[config.mk]
export PLATFORM = sky130hd
export DESIGN_NAME = masked_sbox_lane_array
export DESIGN_NICKNAME = d
export VERILOG_FILES = /design/src/rtl/masked_sbox_pkg.sv /design/src/rtl/masked_sbox_lane.sv /design/src/rtl/masked_sbox_lane_array.sv
export SDC_FILE = /design/constraint.sdc
export NUM_CORES = 2
export LEC_CHECK = 0
export BUFFER_PORTS_ARGS = -buffer_cell sky130_fd_sc_hd__buf_2
export CORE_ASPECT_RATIO = 0.5
export CORE_MARGIN = 2
export CORE_UTILIZATION = 35
export CTS_BUF_LIST = sky130_fd_sc_hd__clkbuf_8
export DETAILED_ROUTE_END_ITERATION = 8
export PLACE_DENSITY = 0.47
export SYNTH_ARGS = -nofsm -noshare
export SYNTH_HDL_FRONTEND = slang
export SYNTH_SLANG_ARGS = --single-unit
[constraint.sdc]
create_clock -name CLK -period 28.7 [get_ports CLK]
set_clock_uncertainty 0.05 [all_clocks]
set_input_delay 1.435 -clock CLK [delete_from_list [all_inputs] [get_ports CLK]]
set_output_delay 1.435 -clock CLK [all_outputs]
set_load 0.02 [all_outputs]
[src/rtl/masked_sbox_pkg.sv]
// Shared constants, share type and GF(2^8) helpers for the masked S-box lane array.
package masked_sbox_pkg;

   localparam int          SBOX_SHARES = 4;
   localparam int          SBOX_LAT    = 2;
   localparam int          LANE_RND_W  = 28;
   localparam logic [7:0]  AFFINE_C    = 8'h63;

   typedef logic [7:0] share_byte_t;

   // Multiplication in GF(2^8) modulo x^8 + x^4 + x^3 + x + 1.
   function automatic share_byte_t gf_mul(input share_byte_t a, input share_byte_t b);
      share_byte_t p;
      share_byte_t aa;
      p  = '0;
      aa = a;
      for (int i = 0; i < 8; i++) begin
         if (b[i]) p = p ^ aa;
         aa = {aa[6:0], 1'b0} ^ (aa[7] ? 8'h1b : 8'h00);
      end
      return p;
   endfunction

   // a^254, which is the field inverse for a != 0 and maps 0 to 0.
   function automatic share_byte_t gf_inv(input share_byte_t a);
      share_byte_t r;
      share_byte_t sq;
      r  = 8'h01;
      sq = a;
      for (int i = 1; i < 8; i++) begin
         sq = gf_mul(sq, sq);
         r  = gf_mul(r, sq);
      end
      return r;
   endfunction

   function automatic share_byte_t aff_lin(input share_byte_t a);
      share_byte_t b;
      for (int i = 0; i < 8; i++)
         b[i] = a[i] ^ a[(i + 4) % 8] ^ a[(i + 5) % 8] ^ a[(i + 6) % 8] ^ a[(i + 7) % 8];
      return b;
   endfunction

endpackage

[src/rtl/masked_sbox_lane.sv]
// One 4-share, two-register-stage S-box lane: stage 1 refreshes the shares within each
// domain, stage 2 holds the re-shared inverse, and the affine layer is applied per share.
module masked_sbox_lane
   import masked_sbox_pkg::*;
(
   input  logic                  clk_i,
   input  share_byte_t           sh_i [SBOX_SHARES],
   input  logic [LANE_RND_W-1:0] rnd_i,
   output share_byte_t           sh_o [SBOX_SHARES]
);

   share_byte_t s1_q [SBOX_SHARES];
   share_byte_t s2_q [SBOX_SHARES];
   share_byte_t s2_d [SBOX_SHARES];
   logic [11:0] r1_q;
   share_byte_t x_d, inv_d, ma, mb, mc;

   // NOTE: no reset on lane registers; the valid pipeline in the top decides which contents count.
   always_ff @(posedge clk_i) begin
      s1_q[0] <= sh_i[0] ^ rnd_i[7:0];
      s1_q[1] <= sh_i[1] ^ rnd_i[7:0];
      s1_q[2] <= sh_i[2] ^ rnd_i[15:8];
      s1_q[3] <= sh_i[3] ^ rnd_i[15:8];
      r1_q    <= rnd_i[27:16];
      s2_q    <= s2_d;
   end

   always_comb begin
      ma    = r1_q[7:0];
      mb    = {r1_q[11:8], r1_q[3:0]};
      mc    = {r1_q[7:4], r1_q[11:8]};
      x_d   = s1_q[0] ^ s1_q[1] ^ s1_q[2] ^ s1_q[3];
      inv_d = gf_inv(x_d);
      s2_d[0] = inv_d ^ ma;
      s2_d[1] = ma ^ mb;
      s2_d[2] = mb ^ mc;
      s2_d[3] = mc;
      // The affine map is linear, so it distributes over shares; the constant goes on share 0.
      for (int k = 0; k < SBOX_SHARES; k++)
         sh_o[k] = aff_lin(s2_q[k]) ^ ((k == 0) ? AFFINE_C : 8'h00);
   end

endmodule

[src/rtl/masked_sbox_lane_array.sv]
// NUM_LANES masked S-box lanes behind one handshake, with a credit-checked output FIFO.
// Define OUT_ZEROIZE_EN to zero the outputs while empty and clear entries on pop.
module masked_sbox_lane_array
   import masked_sbox_pkg::*;
#(
   parameter int NUM_LANES  = 4,
   parameter int FIFO_DEPTH = 4,
   parameter int RND_W      = LANE_RND_W
) (
   input  logic                            CLK,
   input  logic                            RST_N,
   input  logic                            in_valid,
   output logic                            in_ready,
   input  logic [8*NUM_LANES-1:0]          in_sh0,
   input  logic [8*NUM_LANES-1:0]          in_sh1,
   input  logic [8*NUM_LANES-1:0]          in_sh2,
   input  logic [8*NUM_LANES-1:0]          in_sh3,
   input  logic                            rnd_valid,
   output logic                            rnd_ready,
   input  logic [RND_W*NUM_LANES-1:0]      rnd,
   output logic                            out_valid,
   input  logic                            out_ready,
   output logic [8*NUM_LANES-1:0]          out_sh0,
   output logic [8*NUM_LANES-1:0]          out_sh1,
   output logic [8*NUM_LANES-1:0]          out_sh2,
   output logic [8*NUM_LANES-1:0]          out_sh3,
   output logic [$clog2(FIFO_DEPTH+1)-1:0] occupancy,
   output logic                            busy
);

   localparam int W     = 8 * NUM_LANES;
   localparam int EW    = SBOX_SHARES * W;
   localparam int PTR_W = $clog2(FIFO_DEPTH);
   localparam int CNT_W = $clog2(FIFO_DEPTH + 1);
   localparam int CW    = CNT_W + 1;

   typedef logic [EW-1:0] entry_t;

   logic [SBOX_LAT-1:0]      vpipe_q;
   logic [PTR_W-1:0]         wptr_q, rptr_q, prev_ptr;
   logic [CNT_W-1:0]         count_q;
   entry_t                   mem_q [FIFO_DEPTH];
   entry_t                   wr_entry, out_entry;
   logic [W-1:0]             sh_in    [SBOX_SHARES];
   logic [W-1:0]             sh_gated [SBOX_SHARES];
   logic [RND_W*NUM_LANES-1:0] rnd_gated;
   logic                     accept, pop, fifo_we;
   logic [CW-1:0]            credit_used;

   function automatic logic [PTR_W-1:0] ptr_inc(input logic [PTR_W-1:0] p);
      return (p == PTR_W'(FIFO_DEPTH - 1)) ? '0 : p + 1'b1;
   endfunction

   assign sh_in[0] = in_sh0;
   assign sh_in[1] = in_sh1;
   assign sh_in[2] = in_sh2;
   assign sh_in[3] = in_sh3;

   assign out_valid   = (count_q != '0);
   assign pop         = out_valid & out_ready;
   assign fifo_we     = vpipe_q[SBOX_LAT-1];
   assign credit_used = CW'(count_q) + CW'(vpipe_q[0]) + CW'(vpipe_q[1]) - CW'(pop);
   assign accept      = RST_N & in_valid & rnd_valid & (credit_used < CW'(FIFO_DEPTH));
   assign in_ready    = accept;
   assign rnd_ready   = accept;

   // Everything entering the lanes is ANDed with accept so idle cycles carry no mask material.
   always_comb begin
      for (int k = 0; k < SBOX_SHARES; k++) sh_gated[k] = sh_in[k] & {W{accept}};
      rnd_gated = rnd & {(RND_W*NUM_LANES){accept}};
   end

   for (genvar i = 0; i < NUM_LANES; i++) begin : gen_lane
      share_byte_t lane_in  [SBOX_SHARES];
      share_byte_t lane_out [SBOX_SHARES];
      for (genvar k = 0; k < SBOX_SHARES; k++) begin : gen_share
         assign lane_in[k]                 = sh_gated[k][8*i +: 8];
         assign wr_entry[k*W + 8*i +: 8]   = lane_out[k];
      end
      masked_sbox_lane u_lane (
         .clk_i (CLK),
         .sh_i  (lane_in),
         .rnd_i (rnd_gated[RND_W*i +: RND_W]),
         .sh_o  (lane_out)
      );
   end

   always_ff @(posedge CLK or negedge RST_N) begin
      if (!RST_N) begin
         vpipe_q <= '0;
         wptr_q  <= '0;
         rptr_q  <= '0;
         count_q <= '0;
         // NOTE: FIFO storage is reset with the control state so no share survives RST_N.
         for (int j = 0; j < FIFO_DEPTH; j++) mem_q[j] <= '0;
      end else begin
         vpipe_q <= {vpipe_q[SBOX_LAT-2:0], accept};
         if (pop) begin
            rptr_q <= ptr_inc(rptr_q);
`ifdef OUT_ZEROIZE_EN
            mem_q[rptr_q] <= '0;
`endif
         end
         if (fifo_we) begin
            mem_q[wptr_q] <= wr_entry;
            wptr_q        <= ptr_inc(wptr_q);
         end
         count_q <= count_q + CNT_W'(fifo_we) - CNT_W'(pop);
      end
   end

   // While empty the slot behind the read pointer still holds the last popped entry.
   assign prev_ptr = (rptr_q == '0) ? PTR_W'(FIFO_DEPTH - 1) : rptr_q - 1'b1;

   always_comb begin
      out_entry = out_valid ? mem_q[rptr_q] : mem_q[prev_ptr];
`ifdef OUT_ZEROIZE_EN
      if (!out_valid) out_entry = '0;
`endif
   end

   assign out_sh0   = out_entry[0*W +: W];
   assign out_sh1   = out_entry[1*W +: W];
   assign out_sh2   = out_entry[2*W +: W];
   assign out_sh3   = out_entry[3*W +: W];
   assign occupancy = count_q + CNT_W'(vpipe_q[0]) + CNT_W'(vpipe_q[1]);
   assign busy      = (occupancy != '0);

   a_no_overflow: assert property (@(posedge CLK) disable iff (!RST_N)
      fifo_we |-> (count_q != CNT_W'(FIFO_DEPTH)));

endmodule
## Word-level counts from Yosys, hierarchy flattened

Memories as Yosys holds them, arrays and structs flattened.
Index checks and enable logic that the tools add are counted.

- Register bits after elaboration: 697
- Memory bits (writable): 128
- Input bits: 245
- Output and inout port bits: 135
- Logic and storage cells: 2138
- Memories kept: 4

Memories:

| name | words | width | read ports | clocked after memory_dff | write ports | line | RTL |
|---|---|---|---|---|---|---|---|
| gen_lane[0].u_lane.s1_q | 4 | 8 | 4 | 0 | 4 | masked_sbox_lane.sv:12 | `share_byte_t s1_q [SBOX_SHARES];` |
| gen_lane[1].u_lane.s1_q | 4 | 8 | 4 | 0 | 4 | masked_sbox_lane.sv:12 |  |
| gen_lane[2].u_lane.s1_q | 4 | 8 | 4 | 0 | 4 | masked_sbox_lane.sv:12 |  |
| gen_lane[3].u_lane.s1_q | 4 | 8 | 4 | 0 | 4 | masked_sbox_lane.sv:12 |  |

- Add/subtract/negate cells: 10
- Magnitude comparators: 5
- Equality and inequality tests: 2
- Multiplexer cells: 825
- Bitwise logic cells: 1260
- Reduce and logical (&&, ||, !) cells: 4

Operator list:

| operator | count |
|---|---|
| 8-bit bitwise XOR | 768 |
| 8-bit 2-to-1 mux | 420 |
| 5-bit 2-to-1 mux | 368 |
| 128-bit 2-to-1 mux | 6 |
| 128-bit binary-select mux with 2-bit select | 2 |
| 512-bit bitwise mux | 1 |
| 1-bit bitwise XOR | 448 |
| 128-bit demux with 2-bit select | 1 |
| 32-bit AND | 4 |
| 112-bit AND | 1 |
| 7-bit 2-to-1 mux | 4 |
| 1-bit NOT, first input constant | 28 |
| 6-bit 2-to-1 mux | 4 |
| 4-bit 2-to-1 mux | 4 |
| 4-bit NOT | 4 |
| 2-bit 2-to-1 mux | 7 |
| 3-bit 2-to-1 mux | 4 |
| 3-bit by 1-bit adder with 3-bit output | 3 |
| 3-bit >= comparator, second input constant | 3 |
| 2-bit NOT with 3-bit output | 3 |
| 3-bit nonzero test | 2 |
| 2-bit by 1-bit adder with 2-bit output, second input constant | 2 |
| 3-bit by 1-bit adder with 4-bit output | 1 |
| 4-bit by 1-bit adder with 4-bit output | 1 |
| 10 further kinds | 17 |

## Longest topological paths before layout

An unclocked memory read counts as a cell.

- Depth in word-level cells: 132
- Depth in mapped cells: 67
- Depth with buffers taken out: 59

## Hierarchy

From an unflattened synthesis, not the netlist that was laid out.

- Cells, all modules: 10678
- Area, all modules: 97549.8 um^2

Modules (own cells, without submodules):

| module | instances | cells an instance | area an instance (um^2) | sequential area each (um^2) |
|---|---|---|---|---|
| masked_sbox_lane | 4 | 2130 | 17042.6 | 1361.3 |
| masked_sbox_lane_array | 1 | 2158 | 29379.4 | 13037.5 |

## Worst setup path after synthesis

Ideal clock, no wire load.

- Path type: register -> register
- Start: memory gen_lane[3].u_lane.s1_q[3][7] in the netlist's numbering
- End: register gen_lane[3].u_lane.s2_q[28] in the netlist's numbering
- Setup time: 0.130 ns
- Arrival: 15.035 ns
- Data required time: 28.520 ns
- Slack: 13.486 ns
- Stages on the path, launching flop included: 62
- Path buffers: 5
- Period minus slack after synthesis: 15.214 ns
- Path through: dfxtp_1 -> xnor2_1 -> xnor2_1 -> inv_1 -> buf_2 -> ha_1 -> xor3_1 -> mux2_2 -> xor2_1 -> clkinv_1 -> ha_1 -> xor3_1 -> mux2i_1 -> xnor2_1 -> xnor2_1 -> inv_1 -> ha_1 -> clkbuf_1 -> (+26 left out) -> a211o_1 -> a221oi_1 -> xnor2_1 -> a21oi_1 -> xor2_1 -> o21ai_1 -> xnor2_2 -> buf_2 -> a31oi_1 -> o21ai_0 -> mux2_2 -> a21oi_1 -> o211ai_1 -> xnor2_1 -> a21oi_1 -> xnor2_1 -> nand2_1 -> xnor3_1

RTL lines:

| element | line | RTL |
|---|---|---|
| start, declared | masked_sbox_lane.sv:12 |  |
| end signal, assigned | masked_sbox_lane.sv:25 | `s2_q <= s2_d;` |
| end, declared | masked_sbox_lane.sv:13 | `share_byte_t s2_q [SBOX_SHARES];` |

==> metrics <==
status=finished, final reports clean; Overall Global Routing Usage=20.72%; largest net degree at the start of global routing=101; die area=263,400 µm²; Setup crit start kind=flip-flop; IO Pins=380; worst hold path class=reg2reg; FP Rows=132; final WL=280,200 µm; Top Layer Used=met5; met3 wire len=12,780 µm; worst skew pair latency=0.91 ns; Tmin final=20.27 ns; max_slew headroom=14.93%; Synth Area per Inst=8.291 µm²; initial antenna violation count=15; Async SR Flop Fraction=65.70%; final RePlAce weighted congestion=0.8343; number of global-route vias before repair=73,410; number of DRC markers in iteration 0=5,343; Syn-to-layout area delta=9.852%; largest stage delay on the critical path=0.85 ns; Final Cell Area=99,600 µm²; period utilization=70.62%; sequential-to-total area share from yosys stat=20.39%; FMAX=49.34 MHz; via count=76,120; Finish-stage setup viols=0; number of vias per cell=5.201; PostCTS Resize Cnt=0; IO Port Bufs=379; Chip Height=363.9 µm; RSZ-0062 raised after global routing=false; hold bufs inserted after CTS=0; most common cell after layout, fill and taps aside=xnor2_1; Crit-path slowest cell=or2_0; final setup margin=8.433 ns; setup TNS=0 ns; grt total ovfl=0; most repeated library cell on the critical path=xnor2_1; Final Max Tran Viols=0; #FFs+latches synth=793; pre-CTS setup slack=8.788 ns; Fin. Hold Viols=0; clk slew on worst S/H paths=0.07 ns; # Post-CTS Setup Buffers=0; CTS Sinks=793; CTS tree=done; wire length on met1=133,400 µm; EDFF count, synth=0; drt pass-1 iters=5; CP arrival=20.92 ns; CTS buffer count=121; Syn Std Cell Area=90,670 µm²; most used flip-flop cell after synthesis=dfrtp_1; nature of the critical path endpoint=flip-flop; Fin Hold WS=0.3477 ns; Routed WL per cell=19.14 µm; synthesized net count=11,220; wire length on met2=127,700 µm; most frequent cells in the layout=xnor2_1 (1,921), nand2_1 (1,768), nor2_1 (1,300); delay-heaviest family, CP=compound AO/OA/AOI/OAI gates; H-tree depth=3; Post-DP Area=96,810 µm²; DIE WIDTH=723.8 µm; required time worst endpoint=29.35 ns; Clock Path Buffers=3; DR DRC count=0; Max Cap Viol=0; Distinct cells, synth=121; first-pass GRT wire length=439,800 µm; Mapped Cells=10,940; Buf/Inv on CP=5; share of layout cells above drive strength 1=13.68%; fin nets=11,330; remaining antenna violation count after routing=0; yosys warns=0; core box area=258,300 µm²; worst setup path class=reg2reg; Root Buffer=clkbuf_8; Worst Tran Pin Value=1.272 ns; DP HPWL=194,500 µm; Initial Util=35.10%; CP max FO=19
state kept, by name, summed over array words and instances, names as in the netlist:
signal                count
mem_q                   512
gen_lane.u_lane.s1_q    128
gen_lane.u_lane.s2_q     96
gen_lane.u_lane.r1_q     48
count_q                   3
rptr_q                    2
vpipe_q                   2
wptr_q                    2
metal layers:
layer / vias to the layer above / GRT usage [%]
li1: 37550 / -
met1: 36470 / 29.31
met5: - / 0
met2: 1778 / 33.84
met3: 318 / 2.526
met4: 2 / 4.579
cell type report:
type / count / area, µm²
fillers: 26800 / 158700
multi-input cells: 9337 / 69380
flip-flops and latches: 793 / 18490
well taps: 3484 / 4359
repair buffers: 677 / 4169
clock buffers: 155 / 2133
clock inverters: 74 / 639.4
inverters: 108 / 410.4
diodes: 8 / 20.02
cells in the mapped netlist, drive strengths merged, types with 20 or more instances:
cell type	instances	area [µm²]
dfxtp	272	5445
dfrtp	521	13040
nor3	210	1061
o32ai	24	217.7
clkbuf	505	1897
nor2b	51	319.1
xor3	30	722.0
o21ai	712	3571
or2	37	231.5
ha	40	500.5
a31oi	75	481.7
a22oi	37	277.8
mux2i	187	1872
o22ai	88	556.8
mux4	258	5811
a21oi	395	1977
and2	97	611.8
o31ai	26	195.2
a32oi	26	235.2
a221oi	25	237.7
xnor2	2103	19830
o211a	22	220.2
or3	48	300.3
buf	193	937.1
o221ai	26	227.7
xnor3	250	5650
xor2	567	5341
a211oi	92	768.2
nand2	1774	6664
and3	49	306.5
nor3b	25	192.7
nor2	1305	4921
nand3	174	875.8
nor4	49	306.5
o21a	59	442.9
nand2b	41	256.5
inv	95	356.6
a21o	23	172.7
mux2	36	405.4
a311oi	20	206.5
nand4	39	244.0
o211ai	85	643.1
final timing paths:
kind	startpoint	end	slack, ns	depth (start not counted)
worst min-delay path	gen_lane[1].u_lane.r1_q[11]	gen_lane[1].u_lane.s2_q[3]	0.35	0
worst max-delay path	gen_lane[3].u_lane.s1_q[3][7]	gen_lane[3].u_lane.s2_q[28]	8.43	58
max in group asynchronous	RST_N	mem_q[198]	25.10	4
worst min register to register	gen_lane[1].u_lane.r1_q[11]	gen_lane[1].u_lane.s2_q[3]	0.35	0
min in group asynchronous	RST_N	mem_q[489]	0.47	1
worst max register to register	gen_lane[3].u_lane.s1_q[3][7]	gen_lane[3].u_lane.s2_q[28]	8.43	58
logic make-up after synthesis:
kind of cell,synth area share [%]
AOI/OAI and AO/OA,13.34
xor gates and xnor gates,34.79
adders and majority gates,0.6182
buffers and inverters,3.573
DFF,20.39
muxes,8.920
and+or+nand+nor,18.37
metrics by stage:
stage	std cells	utilization, %
after floorplan	10940	-
after global placement	14400	37.48
after detailed placement	14400	37.48
after CTS	14630	38.55
after global routing	14640	38.56
final	14640	38.56
Power is not shown: default switching activity piles up to over one toggle a cycle in this logic, so the estimate is an artifact.
